[src/rtl/sample_mixer_player_if.sv]
// sample_mixer_player_if: control, ROM port and mix output bundle for the sample playback engine.
// Latency: none (wires only); rom_q is expected one cycle after rom_addr.
// Backpressure: none; all signals are level or single-cycle pulses.
interface sample_mixer_player_if #(
    parameter int NUM_CH = 4,
    parameter int DATA_W = 5,
    parameter int ADDR_W = 12,
    parameter int MIX_W  = 7
);
    logic [NUM_CH-1:0]        play;
    logic [NUM_CH-1:0]        stop;
    logic [NUM_CH-1:0]        loop;
    logic [NUM_CH*ADDR_W-1:0] start_addr;
    logic [NUM_CH*ADDR_W-1:0] end_addr;
    logic [ADDR_W-1:0]        rom_addr;
    logic [DATA_W-1:0]        rom_q;
    logic [MIX_W-1:0]         mix;
    logic                     mix_valid;
    logic [NUM_CH-1:0]        active;
    logic [NUM_CH-1:0]        done;

    // Controller side: owns the channel controls and the ROM data return.
    modport master (
        output play, stop, loop, start_addr, end_addr, rom_q,
        input  rom_addr, mix, mix_valid, active, done
    );

    // Engine side.
    modport slave (
        input  play, stop, loop, start_addr, end_addr, rom_q,
        output rom_addr, mix, mix_valid, active, done
    );
endinterface

[src/rtl/sample_mixer_player.sv]
// sample_mixer_player: NUM_CH-channel ROM sample playback, one shared ROM port, summed mix output.
// Latency: channel j addressed at tick+1+j, data added at tick+2+j, mix/mix_valid at tick+NUM_CH+2.
// Backpressure: none; free-running sample period, mix is held and must be taken on each mix_valid.
module sample_mixer_player #(
    parameter int NUM_CH   = 4,
    parameter int DATA_W   = 5,
    parameter int ADDR_W   = 12,
    parameter int MIX_W    = 7,
    parameter int TICK_DIV = 2085
) (
    input  logic                 CLOCK_50,
    input  logic                 reset,
    sample_mixer_player_if.slave bus
);
    localparam int CNT_W = (TICK_DIV > 1) ? $clog2(TICK_DIV) : 1;
    localparam int IDX_W = (NUM_CH > 1) ? $clog2(NUM_CH) : 1;
    localparam logic [CNT_W-1:0] CNT_LAST = CNT_W'(TICK_DIV - 1);
    localparam logic [IDX_W-1:0] IDX_LAST = IDX_W'(NUM_CH - 1);

    typedef enum logic {
        ST_IDLE,
        ST_SCAN
    } state_t;

    state_t              state_q, state_d;
    logic [CNT_W-1:0]    cnt_q, cnt_d;
    logic [IDX_W-1:0]    scan_idx_q, scan_idx_d;

    // Add stage: the slot addressed last cycle, whose ROM data is on rom_q now.
    logic                add_vld_q, add_vld_d;
    logic [IDX_W-1:0]    add_idx_q, add_idx_d;
    logic                add_act_q, add_act_d;

    logic [MIX_W-1:0]    acc_q, acc_d;
    logic [MIX_W-1:0]    mix_q, mix_d;
    logic                mix_valid_q, mix_valid_d;

    logic [NUM_CH-1:0]   active_q, active_d;
    logic [NUM_CH-1:0]   done_q, done_d;
    logic [NUM_CH-1:0]   play_prev_q, play_prev_d;
    logic [ADDR_W-1:0]   ptr_q [NUM_CH];
    logic [ADDR_W-1:0]   ptr_d [NUM_CH];

    logic                tick;
    logic [ADDR_W-1:0]   rom_addr_c;
    logic [MIX_W-1:0]    sample_c;
    logic [MIX_W-1:0]    sum_c;

    // Sample-period counter and the scan sequencer that walks one channel per cycle after each tick.
    always_comb begin
        tick       = (cnt_q == CNT_LAST);
        cnt_d      = tick ? '0 : cnt_q + CNT_W'(1);
        state_d    = state_q;
        scan_idx_d = scan_idx_q;
        add_vld_d  = 1'b0;
        add_idx_d  = scan_idx_q;
        add_act_d  = 1'b0;
        rom_addr_c = '0;
        case (state_q)
            ST_IDLE: begin
                if (tick) begin
                    state_d    = ST_SCAN;
                    scan_idx_d = '0;
                end
            end
            ST_SCAN: begin
                // Active flag is captured here so a trigger in this same cycle cannot sneak in data.
                rom_addr_c = ptr_q[scan_idx_q];
                add_vld_d  = 1'b1;
                add_act_d  = active_q[scan_idx_q];
                if (scan_idx_q == IDX_LAST) begin
                    state_d = ST_IDLE;
                end else begin
                    scan_idx_d = scan_idx_q + IDX_W'(1);
                end
            end
            default: state_d = ST_IDLE;
        endcase
    end

    // Accumulate returning ROM data; the first slot of a scan restarts the sum, the last publishes it.
    always_comb begin
        sample_c    = add_act_q ? MIX_W'(bus.rom_q) : '0;
        sum_c       = ((add_idx_q == '0) ? '0 : acc_q) + sample_c;
        acc_d       = acc_q;
        mix_d       = mix_q;
        mix_valid_d = 1'b0;
        if (add_vld_q) begin
            acc_d = sum_c;
            if (add_idx_q == IDX_LAST) begin
                mix_d       = sum_c;
                mix_valid_d = 1'b1;
            end
        end
    end

    // Per-channel control: stop beats trigger, trigger beats the scan-slot pointer advance.
    always_comb begin
        active_d    = active_q;
        done_d      = '0;
        play_prev_d = bus.play;
        for (int i = 0; i < NUM_CH; i++) begin
            ptr_d[i] = ptr_q[i];
        end
        for (int i = 0; i < NUM_CH; i++) begin
            if (bus.stop[i]) begin
                active_d[i] = 1'b0;
            end else if (bus.play[i] && !play_prev_q[i]) begin
                active_d[i] = 1'b1;
                ptr_d[i]    = bus.start_addr[i*ADDR_W +: ADDR_W];
            end else if ((state_q == ST_SCAN) && (scan_idx_q == IDX_W'(i)) && active_q[i]) begin
                // Region end is inclusive; start > end degenerates to a single sample.
                if (ptr_q[i] >= bus.end_addr[i*ADDR_W +: ADDR_W]) begin
                    if (bus.loop[i]) begin
                        ptr_d[i] = bus.start_addr[i*ADDR_W +: ADDR_W];
                    end else begin
                        active_d[i] = 1'b0;
                        done_d[i]   = 1'b1;
                    end
                end else begin
                    ptr_d[i] = ptr_q[i] + ADDR_W'(1);
                end
            end
        end
    end

    // State register; reset aborts any scan in flight and primes edge detect from the live play input.
    always_ff @(posedge CLOCK_50) begin
        if (reset) begin
            state_q     <= ST_IDLE;
            cnt_q       <= '0;
            scan_idx_q  <= '0;
            add_vld_q   <= 1'b0;
            add_idx_q   <= '0;
            add_act_q   <= 1'b0;
            acc_q       <= '0;
            mix_q       <= '0;
            mix_valid_q <= 1'b0;
            active_q    <= '0;
            done_q      <= '0;
            play_prev_q <= bus.play;
            for (int i = 0; i < NUM_CH; i++) begin
                ptr_q[i] <= '0;
            end
        end else begin
            state_q     <= state_d;
            cnt_q       <= cnt_d;
            scan_idx_q  <= scan_idx_d;
            add_vld_q   <= add_vld_d;
            add_idx_q   <= add_idx_d;
            add_act_q   <= add_act_d;
            acc_q       <= acc_d;
            mix_q       <= mix_d;
            mix_valid_q <= mix_valid_d;
            active_q    <= active_d;
            done_q      <= done_d;
            play_prev_q <= play_prev_d;
            for (int i = 0; i < NUM_CH; i++) begin
                ptr_q[i] <= ptr_d[i];
            end
        end
    end

    assign bus.rom_addr  = rom_addr_c;
    assign bus.mix       = mix_q;
    assign bus.mix_valid = mix_valid_q;
    assign bus.active    = active_q;
    assign bus.done      = done_q;

endmodule

[src/flat_wrapper.sv]
// flat-port wrapper written by rule: the top's interface ports become plain ports
module sample_mixer_player_flat 
#(
    parameter int NUM_CH   = 4,
    parameter int DATA_W   = 5,
    parameter int ADDR_W   = 12,
    parameter int MIX_W    = 7,
    parameter int TICK_DIV = 2085
)
  (CLOCK_50, reset, bus_play, bus_stop, bus_loop, bus_start_addr, bus_end_addr, bus_rom_q, bus_rom_addr, bus_mix, bus_mix_valid, bus_active, bus_done);
  sample_mixer_player_if #(.NUM_CH(NUM_CH), .DATA_W(DATA_W), .ADDR_W(ADDR_W), .MIX_W(MIX_W)) bus_i ();
  input  logic CLOCK_50;
  input  logic reset;
  input wire logic [$bits(bus_i.play)-1:0] bus_play;
  input wire logic [$bits(bus_i.stop)-1:0] bus_stop;
  input wire logic [$bits(bus_i.loop)-1:0] bus_loop;
  input wire logic [$bits(bus_i.start_addr)-1:0] bus_start_addr;
  input wire logic [$bits(bus_i.end_addr)-1:0] bus_end_addr;
  input wire logic [$bits(bus_i.rom_q)-1:0] bus_rom_q;
  output wire logic [$bits(bus_i.rom_addr)-1:0] bus_rom_addr;
  output wire logic [$bits(bus_i.mix)-1:0] bus_mix;
  output wire logic [$bits(bus_i.mix_valid)-1:0] bus_mix_valid;
  output wire logic [$bits(bus_i.active)-1:0] bus_active;
  output wire logic [$bits(bus_i.done)-1:0] bus_done;
  assign bus_i.play = bus_play;
  assign bus_i.stop = bus_stop;
  assign bus_i.loop = bus_loop;
  assign bus_i.start_addr = bus_start_addr;
  assign bus_i.end_addr = bus_end_addr;
  assign bus_i.rom_q = bus_rom_q;
  assign bus_rom_addr = bus_i.rom_addr;
  assign bus_mix = bus_i.mix;
  assign bus_mix_valid = bus_i.mix_valid;
  assign bus_active = bus_i.active;
  assign bus_done = bus_i.done;
  sample_mixer_player #(.NUM_CH(NUM_CH), .DATA_W(DATA_W), .ADDR_W(ADDR_W), .MIX_W(MIX_W), .TICK_DIV(TICK_DIV)) u_core (.CLOCK_50(CLOCK_50), .reset(reset), .bus(bus_i));
endmodule
[config.mk]
export PLATFORM = sky130hd
export DESIGN_NAME = sample_mixer_player_flat
export DESIGN_NICKNAME = d
export VERILOG_FILES = /design/src/rtl/sample_mixer_player_if.sv /design/src/rtl/sample_mixer_player.sv /design/src/flat_wrapper.sv
export SDC_FILE = /design/constraint.sdc
export NUM_CORES = 1
export LEC_CHECK = 0
export CORE_ASPECT_RATIO = 1.25
export CORE_MARGIN = 4
export CORE_UTILIZATION = 36
export CTS_CLUSTER_DIAMETER = 200
export DETAILED_ROUTE_END_ITERATION = 10
export HOLD_SLACK_MARGIN = 0.03
export PLACE_DENSITY = 0.71
export SLEW_MARGIN = 20
export SYNTH_ARGS = -nofsm -noshare
export SYNTH_HDL_FRONTEND = slang
export SYNTH_SLANG_ARGS = --single-unit
[constraint.sdc]
create_clock -name CLOCK_50 -period 2.8 [get_ports CLOCK_50]
set_clock_uncertainty 0.1 [all_clocks]
set_input_delay 0.42 -clock CLOCK_50 [delete_from_list [all_inputs] [get_ports CLOCK_50]]
set_output_delay 0.42 -clock CLOCK_50 [all_outputs]
set_load 0.01 [all_outputs]
[Word level (Yosys, flattened, before mapping)]
Memory sizes are Yosys's and may differ from the RTL's. A register that Yosys moved wholly into a read port is not among the register bits.
Index checks and enable logic that the tools add are counted.
Widths: inputs -> output; s select.
Storage, ports and cells
  memories: 1
  logic and storage cells: 161
  input bits: 115
  output and inout port bits: 28
  register bits: 46
  memory bits (writable): 48
Memories
  u_core.ptr_q: depth 4, bits a word 12, read ports 5, clocked after Yosys merged registers in 1, wr ports 4, line sample_mixer_player.sv:41  | logic [ADDR_W-1:0] ptr_q [NUM_CH];
Cells by class
  equal/unequal tests: 11
  reduce and logical (&&, ||, !) cells: 43
  $add $sub $neg: 7
  order comparisons: 5
  bitwise logic cells: 14
  multiplexer cells: 62
Operator list (number)
  $mux 12: 25
  $add 12x1->12 const B: 5
  $ge 12x12->1: 4
  $mux 1: 28
  $reduce_or 5->1: 4
  $reduce_bool 2->1: 8
  $reduce_or 2->1: 7
  $eq 12x12->1 const B: 1
  $logic_and 1x1->1: 12
  $reduce_and 3->1: 4
  $ne 2x1->1 const B: 5
  $not 1->1: 10
  $mux 2: 4
  $add 7x7->7: 1
  $mux 7: 1
  $eq 2x2->1 const B: 3
  $mux 5: 1
  $logic_not 1->1: 4
  $logic_not 2->1: 2
  $or 1x1->1: 4
  $pmux 2 s2: 1
  $reduce_and 2->1: 2
  $lt 2x3->1 const B: 1
  $add 2x1->2 const B: 1
  4 further kinds: 4

[Logic depth before layout (Yosys ltp)]
Gate-level depths: netlist of run 1.
  depth after elaboration: 7
  mapped depth: 11
  depth with buffers taken out: 11

[Least setup slack after synthesis of run 1]
OpenSTA, ideal clock, no wires.
  path kind: input to register
  start point: in bus_end_addr[22]
  end point: mem u_core.ptr_q[1][10]
  data required time: 2631 ps
  path buffers: 1
  data arrival time: 2384 ps
  slack: 247 ps
  cell stages on the path: 10
  library setup time: 69 ps
  cell sequence: inv_1 ha_1 a21oi_2 nand2_1 a211o_1 a2111oi_4 nor2_4 or2_0 buf_6 o21ai_1
RTL lines
  start, declared: line flat_wrapper.sv:18  | input wire logic [$bits(bus_i.end_addr)-1:0] bus_end_addr;
  end, declared: line sample_mixer_player.sv:41

==> results of run 1 <==
[final cells by class]
type | instances | area share [%]
Inverter | 91 | 3.83
Multi-Input combinational cell | 601 | 47.5
Timing Repair Buffer | 196 | 20.6
Clock inverter | 6 | 0.576
Sequential cell | 96 | 21.6
Clock buffer | 10 | 2.68
Tap cell | 228 | 3.20
[report_power, final]
group          internal (mW)  switching (mW)  leakage [nW]  total, mW
clock                  0.639           0.570         0.140       1.21
combinational          0.277           0.201          2.63      0.478
sequential              1.39          0.0303         0.778       1.42
total                   2.30           0.801          3.55       3.10
[metal layers]
metal | vias up | GRT usage (%) | wire (um)
met2 | 170 | 31.9 | 9750
met5 | - | 0 | 0
met4 | 0 | 5.83 | 355
met3 | 22 | 2.88 | 1050
li1 | 3295 | - | -
met1 | 3015 | 23.2 | 8330
[synth_stat cells (13+ instances only)]
cell type   n  area (um2)
nand2_1    48         180
clkbuf_1   23        86.3
nor2_1     74         278
nor2b_1    19         119
o21ai_0    23         115
mux4_2     13         293
inv_1      91         342
o32ai_1    24         210
and2_1     19         119
nand3_1    29         145
nor3_1     22         110
a21oi_1    80         400
ha_1       63         788
dfxtp_1    96        1920
and3_1     14        87.6
[repair_timing]
| action | CTS | global route |
|---|---|---|
| setup endpoints to repair | 0 | 21 |
| gates resized for setup | 0 | 9 |
| endpoints found under the hold margin | 0 | 0 |
[registers in the layout, summed over array words and instances (netlist names), named ones only]
register,cells
u_core.add_idx_d,2
u_core.ptr_q,48
u_core.bus.done,4
u_core.bus.mix,7
u_core.bus.active,4
u_core.cnt_q,12
u_core.add_act_q,1
u_core.add_idx_q,2
u_core.state_q,1
u_core.acc_q,7
u_core.play_prev_q,4
u_core.add_vld_q,1
u_core.bus.mix_valid,1
[worst register-to-register path, cell delays in order, from the launching register on]
cell and delay (ns):
dfxtp_1 0.46, inv_1 0.12, ha_1 0.27, nand2b_1 0.14, a31oi_1 0.17, o21ai_1 0.20
a211o_2 0.38, or3b_1 0.39, a21o_2 0.22, a21oi_1 0.10
[logic make-up (layout without fill, tap and decap cells)]
group           after synthesis  count (layout)  synth area share (%)
compound gates              206             206                  20.4
xor+xnor                     15              15                  1.98
fa+ha+maj                    64              64                  12.2
buf+inv                     126             303                  7.45
flops                        96              96                  29.0
mux                          27              27                  6.59
simple gates                289             289                  22.4
[through the flow]
stage          setup slack, ns  instance area [um2]  hold WS [ns]  power, mW
2_1_floorplan            0.247                 6620         0.338       1.65
3_3_place_gp            -0.196                 8590         0.343       1.91
3_5_place_dp            -0.268                 8590         0.350       1.92
4_1_cts                 0.0897                 8880         0.325       3.13
5_1_grt                0.00392                 8910         0.347       3.25
6_report                 0.120                 8910         0.330       3.10
[path summary, 6_finish.rpt]
path	startpoint	end	slack (ns)	cells past startpoint
worst max-delay path	bus_end_addr[22]	u_core.ptr_q[1][2]$_SDFFE_PP0P_	0.12	10
worst min-delay path	reset	u_core.add_idx_q[1]$_SDFF_PP0_	0.33	2
worst max register to register	u_core.ptr_q[1][0]$_SDFFE_PP0P_	u_core.ptr_q[1][2]$_SDFFE_PP0P_	0.19	9
worst min register to register	u_core.bus.mix[4]$_SDFFE_PP0P_	u_core.bus.mix[4]$_SDFFE_PP0P_	0.36	2
==> results_dict.tcl, run 1 <==
set metrics [dict create \
    status "finished, final reports clean" \
    firstDrtPassIters 5 \
    die_h_um 160 \
    min_period_ns 2.68 \
    antenna_left 0 \
    endpoint_kind "flop" \
    clkTransAtPathRegs_ns 0.07 \
    insertion_delay_ns 0.34 \
    grt_pass1_vias 6307 \
    nFillCells 1742 \
    syn_inst 823 \
    fin_tns_setup_ns 0 \
    path_buf_inv 2 \
    num_rows 55 \
    cts_tree "done" \
    pwr_density_cell_mw_per_mm2 348 \
    ir_drop_v 0.000292 \
    numPortBuffers 142 \
    areaGrowthSynthToFinish_pct 34.6 \
    wl_per_cell_um 15.9 \
    htree_levels 3 \
    slew_violations 0 \
    timing.setup.critical_path_class "in -> reg" \
    yosysWarningCount 0 \
    ys_async_sr_fraction_pct 0 \
    synth_nets 1002 \
    fmax_ghz 0.373 \
    dp.cells 1212 \
    final_common_cell "clkdlybuf4s50_1" \
    cp_max_fo 3 \
    syn-cell-area_mm2 0.00662 \
    path_cells "clkdlybuf4s50_1, inv_1, ha_1, a21oi_2, nand2_1, a211o_1, a211o_2, or3b_1, a21o_2, a21oi_1" \
    fp.dieW_um 129 \
    cap_viol_max_count 0 \
    synth_edf_count 0 \
    via_count 6502 \
    start_util_pct 36.6 \
    root_buffer "clkbuf_16" \
    maxSlewHeadroom_pct 65.6 \
    slowest_delay_ns 0.46 \
    yosysSeqAreaShare_pct 29.0 \
    finalHoldViolCount 0 \
    ys_ff_latch 96 \
    ys.flop_type "dfxtp_1" \
    viasPerCell 5.29 \
    grt.overflow.total 0 \
    dr.first_iter.drc_count 461 \
    grt_pass1_wl_um 30700 \
    post_cts_buffers 0 \
    hpwl_um 15600 \
    multi_input_area_mm2 0.00423 \
    core_area_mm2 0.0181 \
    crit_family "compound AO/OA/AOI/OAI gates" \
    utilization_pct 49.2 \
    final_cell_mix "141 x clkdlybuf4s50_1, 95 x dfxtp_1, 91 x inv_1, 79 x a21oi_1, 73 x nor2_1" \
    synth.distinct_cells 65 \
    start_kind "primary input" \
    finalNetCount 1174 \
    drive_gt1_share_pct 11.0 \
    rsz0062_at_grt "false" \
    required_ns 2.98 \
    finalWirelength_um 19500 \
    leakage_nw 3.55 \
    finalCritPeriodShare_pct 95.7 \
    cp_slowest_cell "clkdlybuf4s50_1" \
    drc 0 \
    n_antenna_cell 0 \
    stdcell_count 1228 \
    arrival_ns 2.86 \
    clock_path_buffers 2 \
    hold_path.class "in -> reg" \
    ios 143 \
    tightest_slew_ns 0.512 \
    grt_max_degree 31 \
    hold_buffers 0 \
    gp_congestion 0.915 \
    antenna_found_initial 0 \
    register_area_mm2 0.00192 \
    postSynthAreaPerCell_um2 8.05 \
    cts_made_buffers 9 \
    grt_use_total_pct 18.4 \
    dieArea_mm2 0.0206 \
    cts_sinks 96 \
    setup_violations 0 \
]
(Power assumes the default switching activity.)
==> inputs of run 2 (changes only) <==
--- a/config.mk
+++ b/config.mk
@@ -7,12 +7,12 @@
 export LEC_CHECK = 0
 export CORE_ASPECT_RATIO = 1.25
 export CORE_MARGIN = 4
-export CORE_UTILIZATION = 36
+export CORE_UTILIZATION = 52
 export CTS_CLUSTER_DIAMETER = 200
 export DETAILED_ROUTE_END_ITERATION = 10
 export HOLD_SLACK_MARGIN = 0.03
-export PLACE_DENSITY = 0.71
-export SLEW_MARGIN = 20
+export PLACE_DENSITY = 0.93
+export SLEW_MARGIN = 30
 export SYNTH_ARGS = -nofsm -noshare
 export SYNTH_HDL_FRONTEND = slang
 export SYNTH_SLANG_ARGS = --single-unit
==> results_dict.tcl, run 2 (synthesis gave the netlist of run 1 again) <==
set metrics [dict create \
    endpoint_kind "flop" \
    grt_max_degree 41 \
    cts_tree "done" \
    reg2reg_to "u_core.ptr_q[2][0]$_SDFFE_PP0P_" \
    setup_ws_ns 0.0905 \
    finalHoldViolCount 0 \
    slowest_delay_ns 0.46 \
    start_util_pct 53.7 \
    reg2reg_from "u_core.ptr_q[2][0]$_SDFFE_PP0P_" \
    fp.dieW_um 109 \
    cap_viol_max_count 0 \
    n_antenna_cell 0 \
    min_period_ns 2.71 \
    r2r_setup_slack_ns 0.14 \
    dieArea_mm2 0.0146 \
    slew_violations 0 \
    setup_violations 0 \
    largest-register "u_core.ptr_q" \
    largest_reg_flops 48 \
    start_kind "primary input" \
    cts_sinks 96 \
    gp_congestion 0.943 \
    fmax_ghz 0.369 \
    root_buffer "clkbuf_16" \
    ios 143 \
    timing.critical_path.from "bus_end_addr[11]" \
    arrival_ns 2.86 \
    min-delay-start "u_core.bus.mix[1]$_SDFFE_PP0P_" \
    antenna_left 0 \
    numPortBuffers 142 \
    finalWirelength_um 19500 \
    final_cell_mix "141 x clkdlybuf4s50_1, 95 x dfxtp_1, 91 x inv_1, 78 x a21oi_1, 72 x nor2_1" \
    firstDrtPassIters 5 \
    grt.overflow.total 0 \
    worstRegToRegCells 10 \
    hold_path.class "reg -> reg" \
    die_h_um 134 \
    required_ns 2.95 \
    status "finished, final reports clean" \
    drc 0 \
    pwr_density_cell_mw_per_mm2 359 \
    viasPerCell 5.96 \
    design_area_mm2 0.00885 \
    maxSlewHeadroom_pct 47.2 \
    via_count 6931 \
    grt_pass1_wl_um 30900 \
    clock_path_buffers 2 \
    areaGrowthSynthToFinish_pct 33.7 \
    finalCritPeriodShare_pct 96.8 \
    timing.setup.critical_path_class "in -> reg" \
    cp_slowest_cell "clkdlybuf4s50_1" \
    fin_tns_setup_ns 0 \
    hold_buffers 0 \
    drive_gt1_share_pct 11.1 \
    wl_per_cell_um 16.8 \
    finalNetCount 1172 \
    tightest_slew_ns 0.792 \
    dr.first_iter.drc_count 506 \
    insertion_delay_ns 0.36 \
    stdcell_count 1162 \
    leakage_nw 3.57 \
    path_cells "clkdlybuf4s50_1, inv_1, ha_1, a21oi_1, o21ai_0, buf_4, or3_1, o21a_1, or2_2, o32ai_1" \
    htree_levels 3 \
    place_ws_ns -0.362 \
    final_common_cell "clkdlybuf4s50_1" \
    antenna_found_initial 1 \
    dp.cells 1144 \
    core_area_mm2 0.0123 \
    ir_drop_v 0.000287 \
    cp_max_fo 8 \
    cp-endpoint "u_core.ptr_q[0][7]$_SDFFE_PP0P_" \
    finalPower_mw 3.18 \
    grt_use_total_pct 26.3 \
    num_rows 45 \
    grt_pass1_vias 6750 \
    reg.largest.list "u_core.ptr_q x48, u_core.cnt_q x12" \
    place_area_mm2 0.00847 \
    clkTransAtPathRegs_ns 0.08 \
    cts_made_buffers 9 \
    hpwl_um 15100 \
]
-- run 2: cell count changes in the layout (fill, tap and decap cells not counted), moves of 2 or more --
cell,change
buf_4,-2
clkinv_4,-2
clkinv_8,+2
inv_8,+3
-- run 2: critical path, delay by kind of cell --
family                     cells  cell delay [ns]
buffers and inverters          3             0.69
and+or+nand+nor                2             0.72
AOI/OAI and AO/OA              4             0.71
adders and majority gates      1             0.33
-- run 2: routing by layer --
layer	vias to the layer above	global-route usage (%)	share of wire, %	wire [um]
met3	92	4.91	7.5	1480
li1	3294	-	-	-
met1	3201	28.8	37	7280
met5	-	0	0.067	13
met4	2	15.1	5.6	1100
met2	342	46.6	50	9680
-- run 2: metrics by stage --
| step | util, % | hold slack [ns] |
|---|---|---|
| 6_report | 71.8 | 0.357 |
| 5_1_grt | 71.8 | 0.376 |
| 4_1_cts | 71.2 | 0.359 |
| 3_5_place_dp | 68.7 | 0.348 |
| 3_3_place_gp | 68.7 | 0.343 |
| 2_1_floorplan | - | 0.338 |
-- run 2: area by class of cell --
cell class,instances,area [um2]
multi-input cells,601,4260
well taps,164,205
clock buffers,9,225
inverters,91,342
fillers,896,3480
flip-flops and latches,96,1920
repair buffers,194,1810
clock inverters,7,83.8
-- run 2: power breakdown --
part,switching [mW],total [mW],internal [mW]
Sequential,0.0311,1.42,1.39
Combinational,0.207,0.482,0.275
Clock,0.635,1.28,0.642
Total,0.874,3.18,2.30
-- run 2: worst min-delay path by stage --
stage,endpoint,slack (ns),cells past startpoint
2_1_floorplan,u_core.cnt_q[0]$_SDFF_PP0_,0.34,1
6_report,u_core.bus.mix[1]$_SDFFE_PP0P_,0.36,2
3_5_place_dp,u_core.bus.mix[1]$_SDFFE_PP0P_,0.35,2
3_3_place_gp,u_core.bus.mix[4]$_SDFFE_PP0P_,0.34,2
5_1_grt,u_core.bus.mix[5]$_SDFFE_PP0P_,0.38,2
4_1_cts,u_core.bus.mix[1]$_SDFFE_PP0P_,0.36,2
-- run 2: timing repair --
item                                    4_1_cts  5_1_grt
resized for setup                             0       14
buffers inserted                              0        2
endpoints found under the setup margin        0       26
==> inputs of run 3 (changes only) <==
--- a/config.mk
+++ b/config.mk
@@ -12,7 +12,7 @@
 export DETAILED_ROUTE_END_ITERATION = 10
 export HOLD_SLACK_MARGIN = 0.03
 export PLACE_DENSITY = 0.93
-export SLEW_MARGIN = 30
+export SKIP_CTS_REPAIR_TIMING = 1
 export SYNTH_ARGS = -nofsm -noshare
 export SYNTH_HDL_FRONTEND = slang
 export SYNTH_SLANG_ARGS = --single-unit
==> results of run 3 <==
Final layout, timing and power as in run 2 (identical DEF).
